===== src/rtl/rx_edge_bit_sampler.sv =====
// rx_edge_bit_sampler
//
// Oversampling timing and data-recovery stage of the UART receiver. While the
// RX control FSM holds S_EN high, this block counts oversampling clocks within
// each bit period (edge_count) and counts completed bit periods (bit_count). It
// recovers each serial bit from samples taken around mid-bit and issues a
// one-cycle 'sampled' strobe with the recovered value on 'sampled_bit'.
//
// Build option:
//   RX_MAJORITY_VOTE_EN  defined   : decided bit is the 2-of-3 majority of the
//                                    samples at mid-1, mid and mid+1.
//                        undefined : decided bit is the single sample at mid.
//
// Ports:
//   CLK          in   receiver oversampling clock
//   Reset        in   synchronous, active-high reset
//   S_EN         in   sampler enable; low holds counters cleared
//   S_Data       in   serial line, already synchronized to CLK
//   Prescale     in   clocks per bit (8, 16, 32); bit 0 ignored, min 8
//   sampled      out  one-cycle strobe: new bit value on sampled_bit
//   sampled_bit  out  recovered bit value, held until the next strobe
//   bit_count    out  completed bit periods since enable, saturates at 15
//   edge_count   out  oversampling position within the current bit, 0..P-1

module rx_edge_bit_sampler #(
  parameter int PRESCALE_W = 6
) (
  input  logic                  CLK,
  input  logic                  Reset,
  input  logic                  S_EN,
  input  logic                  S_Data,
  input  logic [PRESCALE_W-1:0] Prescale,
  output logic                  sampled,
  output logic                  sampled_bit,
  output logic [3:0]            bit_count,
  output logic [PRESCALE_W-1:0] edge_count
);

  typedef enum logic {
    DISABLED = 1'b0,
    COUNTING = 1'b1
  } mode_t;

  localparam logic [PRESCALE_W-1:0] ONE          = PRESCALE_W'(1);
  localparam logic [PRESCALE_W-1:0] MIN_PRESCALE = PRESCALE_W'(8);
  localparam logic [3:0]            BIT_COUNT_MAX = 4'd15;

  mode_t                  mode;
  logic [PRESCALE_W-1:0]  prescale_even;
  logic [PRESCALE_W-1:0]  prescale_clamped;
  logic [PRESCALE_W-1:0]  period;
  logic [PRESCALE_W-1:0]  mid;
  logic [PRESCALE_W-1:0]  last_edge;
  logic                   at_mid;
  logic                   at_decide;
  logic                   at_period_end;
  logic                   decided_bit;
  logic                   s1;

  // The enable is the whole state: the block is either cleared or counting,
  // and the choice is made from the current S_EN on every edge.
  assign mode = S_EN ? COUNTING : DISABLED;

  // Odd prescale values are rounded down and anything below 8 is forced to 8,
  // so the three mid-bit sample positions always fit before the period wraps.
  assign prescale_even    = {Prescale[PRESCALE_W-1:1], 1'b0};
  assign prescale_clamped = (prescale_even < MIN_PRESCALE) ? MIN_PRESCALE : prescale_even;

  assign mid           = period >> 1;
  assign last_edge     = period - ONE;
  assign at_mid        = (edge_count == mid);
  assign at_decide     = (edge_count == (mid + ONE));
  assign at_period_end = (edge_count == last_edge);

`ifdef RX_MAJORITY_VOTE_EN
  logic s0;
  logic at_early;

  assign at_early = (edge_count == (mid - ONE));

  // The third sample is the live line value on the decision edge, so the
  // vote completes in the same cycle the last sample is taken.
  assign decided_bit = (s0 & s1) | (s0 & S_Data) | (s1 & S_Data);

  // Early sample, one clock before mid-bit.
  always_ff @(posedge CLK) begin
    if (Reset) begin
      s0 <= 1'b1;
    end else if ((mode == COUNTING) && at_early) begin
      s0 <= S_Data;
    end
  end
`else
  assign decided_bit = s1;
`endif

  // Period latch, counters, mid-bit sample and strobe. The period only tracks
  // Prescale while disabled so a frame in progress keeps a constant bit time.
  always_ff @(posedge CLK) begin
    if (Reset) begin
      period      <= prescale_clamped;
      edge_count  <= '0;
      bit_count   <= '0;
      sampled     <= 1'b0;
      sampled_bit <= 1'b1;
      s1          <= 1'b1;
    end else begin
      case (mode)
        DISABLED: begin
          period     <= prescale_clamped;
          edge_count <= '0;
          bit_count  <= '0;
          sampled    <= 1'b0;
        end
        COUNTING: begin
          if (at_period_end) begin
            edge_count <= '0;
            if (bit_count != BIT_COUNT_MAX) begin
              bit_count <= bit_count + 4'd1;
            end
          end else begin
            edge_count <= edge_count + ONE;
          end

          if (at_mid) begin
            s1 <= S_Data;
          end

          if (at_decide) begin
            sampled_bit <= decided_bit;
            sampled     <= 1'b1;
          end else begin
            sampled     <= 1'b0;
          end
        end
        default: begin
          sampled <= 1'b0;
        end
      endcase
    end
  end

endmodule


===== config.mk =====
export PLATFORM = sky130hd
export DESIGN_NAME = rx_edge_bit_sampler
export DESIGN_NICKNAME = d
export VERILOG_FILES = /design/src/rtl/rx_edge_bit_sampler.sv
export SDC_FILE = /design/constraint.sdc
export NUM_CORES = 1
export LEC_CHECK = 0
export CAP_MARGIN = 10
export CORE_UTILIZATION = 30
export DETAILED_ROUTE_END_ITERATION = 12
export GPL_TIMING_DRIVEN = 1
export SETUP_SLACK_MARGIN = 0.15
export SYNTH_ARGS = -nofsm -noshare
export SYNTH_HDL_FRONTEND = slang
export SYNTH_SLANG_ARGS = --single-unit

===== constraint.sdc =====
create_clock -name CLK -period 5.7 [get_ports CLK]
set_input_delay 0.57 -clock CLK [delete_from_list [all_inputs] [get_ports CLK]]
set_output_delay 0.57 -clock CLK [all_outputs]
set_load 0.1 [all_outputs]

==> results by group <==
Status
  – Status: finished, final reports clean

Power
  – Combinational group share of total power: between 10% and 20%
  – Peak VDD IR: 0.000126 V
  – Switching power share of the total: 28.0%
  – Clock network fraction of design power: 25.2%
  – Internal: about 0.18 mW
  – PwrDens: between 200 and 250 mW/mm²
  – Static leakage: approximately 0.47 nW
  – Psw: around 0.07 mW
  – Sequential power share: 56.2%

Floorplanning
  – Initial Util: roughly a third
  – Die area: approximately 0.0036 mm²
  – Core area: between 0.003 and 0.004 mm²
  – I/O pin count: 22
  – Die Height: 59.7 µm
  – Cell row count: 20
  – Die X-Extent: 59.7 µm

Synth
  – Netlist cell types: 31
  – Syn Std Cell Area: 998 µm²
  – Synth Area per Inst: approximately 9.4 µm²
  – Top cell type's share of synthesized area: a little over a quarter
  – Seq/Total Area, Yosys: 41.1%
  – Post-Syn Instances: between 100 and 150
  – Post-Synthesis Net Count: 120
  – Seq cells post-synth: 18
  – Number of synthesis warnings: 0
  – Synth area leader: dfxtp_1
  – Area contributors post-synth: dfxtp_1, edfxtp_1, xnor2_1

Setup path
  – Reg-to-reg slack, setup: ~3400 ps
  – CP top delay family: buffers and inverters
  – Crit path DAT: just under 2000 ps
  – Worst reg2reg path depth: 7
  – WP buf/inv: 1
  – Critical path capture point type: primary output
  – RR Endpoint: edge_count[2]$_SDFF_PP0_
  – Startpoint type of the worst setup path: flop
  – Worst R2R Start: period[1]$_SDFFCE_PN0P_
  – Required @ worst endpoint: 5130 ps
  – Critical path's largest stage delay: about 1200 ps
  – CP cell instances: clkdlybuf4s50_1
  – Slowest CP cell: clkdlybuf4s50_1
  – Crit Path Category: flop to primary output
  – Crit-path max FO: 8

CTS
  – Clock Path Buffers: 2
  – Clk_lat worst skew: between 200 and 300 ps
  – CTS Sinks: 18
  – Root buf cell: clkbuf_4
  – # Post-CTS Setup Buffers: 0
  – Total CTS buffers: 3
  – Post-cts sizing count: 0
  – Hold buffers post-CTS: 0
  – CTS tree: built
  – H-tree depth reported by CTS: 1
  – CTS clk-pin slew, worst paths: 100 ps

Drt
  – Remaining DRCs: 0
  – Antenna viol nets, final: 0
  – Post-Route WL: between 1.5 and 2 mm
  – Drt pass-1 iters: 4
  – DR iter-0 viols: 9
  – Via density: about 4.7
  – Via Count: between 800 and 900
  – Drt wl/cell: ~11 µm

Cells and area
  – Seq. cell area: 410 µm²
  – # diodes: 0
  – Area Growth Syn to Fin: 26.6%
  – Fill cell count: between 300 and 400
  – Multi-input logic area: around 550 µm²
  – Share of layout cells above drive strength 1: around 4.8%
  – Final nets: roughly 140

Timing
  – Setup ws final: 3140 ps
  – Setup TNS: 0 ps
  – Final setup violation count: 0
  – Minimum clock period: about 2600 ps
  – Max Fclk: a little under 400 MHz
  – Period utilization: 44.9%
  – Slew Limit Fails: 0
  – Final-report hold violation count: 0
  – Slew at the pin closest to its max-slew limit: roughly 970 ps
  – Clock Skew: ~1.1 ps
  – Max-slew headroom: 35.4%
  – RSZ-0062 raised after global routing: no

Placement
  – Gp weighted congestion: about 0.8
  – Hpwl dp: around 1.5 mm
  – IO buf count: 20
  – Pre-CTS WS: 3290 ps

Min path
  – Worst Hold Endpoint: bit_count[3]$_SDFFE_PP0P_
  – HP Start: bit_count[3]$_SDFFE_PP0P_
  – Hold Path Stages: 2
  – Worst Hold Class: flop to flop

GRT
  – GRT overflow: 0
  – Vias in the first global route: between 700 and 800
  – Global-route wire length before repair: 3.38 mm
  – Total track usage: between 10 and 15%
  – Largest net degree at the start of global routing: 11
  – Initial antenna violation count: 0

Flow run
  – Maxcap violations: 0
state kept, by name, summed over array words and instances, names as in the netlist:
name	flops
period	5
sampled	1
edge_count	6
bit_count	4
sampled_bit	1
decided_bit	1
final cells by class:
| type | count | share of cell area, % |
|---|---|---|
| well taps | 44 | 4.36 |
| flip-flops and latches | 18 | 32.5 |
| clock inverters | 1 | 0.297 |
| multi-input cells | 78 | 43.5 |
| repair buffers | 20 | 15.8 |
| clock buffers | 3 | 1.78 |
| inverters | 6 | 1.78 |
per-layer routing:
layer / vias to the layer above / share of wire [%] / GRT usage, %
li1: 412 / - / -
met1: 373 / 49 / 15.7
met2: 20 / 46 / 21.3
met3: 0 / 4.3 / 4.55
met4: 0 / 0 / 2.99
met5: - / 0 / 0
how the worst max path moves through the flow:
stage,from,to,slack [ps],cells after the start
6_report,edge_count[3]$_SDFF_PP0_,edge_count[3],3140,1
5_1_grt,edge_count[3]$_SDFF_PP0_,edge_count[3],3060,1
4_1_cts,edge_count[3]$_SDFF_PP0_,edge_count[3],3110,1
3_5_place_dp,S_EN,bit_count[0]$_SDFFE_PP0P_,3290,5
3_3_place_gp,S_EN,bit_count[0]$_SDFFE_PP0P_,3330,5
2_1_floorplan,edge_count[2]$_SDFF_PP0_,bit_count[3]$_SDFFE_PP0P_,3150,6
per-stage QoR:
stage	util [%]	area (µm²)	hold slack [ps]	power [mW]	cells
6_report	40.7	1260	519	0.256	170
4_1_cts	40.7	1260	528	0.261	170
3_5_place_dp	39.9	1240	510	0.194	166
2_1_floorplan	-	998	471	0.180	106
3_3_place_gp	39.9	1240	492	0.193	166
5_1_grt	40.7	1260	553	0.270	170
power by group through the flow:
stage | clock network, mW | registers (mW) | logic [mW]
finish | 0.0644 | 0.144 | 0.0478
global route | 0.0723 | 0.145 | 0.0528
CTS | 0.0689 | 0.144 | 0.0479
detailed placement | 0 | 0.147 | 0.0477
global placement | 0 | 0.146 | 0.0464
floorplan | 0 | 0.151 | 0.0292
cell usage in the layout, fill, tap and decap left out, types with 3 or more instances in the layout:
master           Yosys  routed
ha_1                 4       4
or4_1                3       3
xnor2_1             11      11
nor2b_1              6       6
dfxtp_1             13      13
inv_1                6       6
nor2_1              11      11
xor2_1               8       8
nor3_1               3       3
edfxtp_1             5       5
clkdlybuf4s50_1      0      20
clkbuf_4             0       3
nand3_1              6       6
nand2_1              4       4
synth_stat cells, drive strengths merged:
cell and instances:
o21ai 2, a211o 1, xnor2 11, dfxtp 13, inv 6, nor2b 6, nor2 11, o211a 1
nor4b 1, o211ai 2, o31ai 2, a31o 1, nand3 6, a311o 1, or2 1, nand2 4
edfxtp 5, mux2i 1, and3 2, ha 4, xor2 8, or3 1, clkbuf 4, and3b 1
o21bai 1, or4 3, a21oi 1, a31oi 1, nand4 2, nor3 3
logic make-up (layout without fill, tap and decap cells):
logic type | after synthesis | after routing | share of synthesized area [%]
buf+inv | 10 | 30 | 3.88
xor+xnor | 19 | 19 | 16.7
simple gates | 41 | 41 | 21.8
compound gates | 13 | 13 | 10.5
flops | 18 | 18 | 41.1
mux | 1 | 1 | 1.00
fa+ha+maj | 4 | 4 | 5.01
No activity file was read; power rests on OpenSTA's default activity.
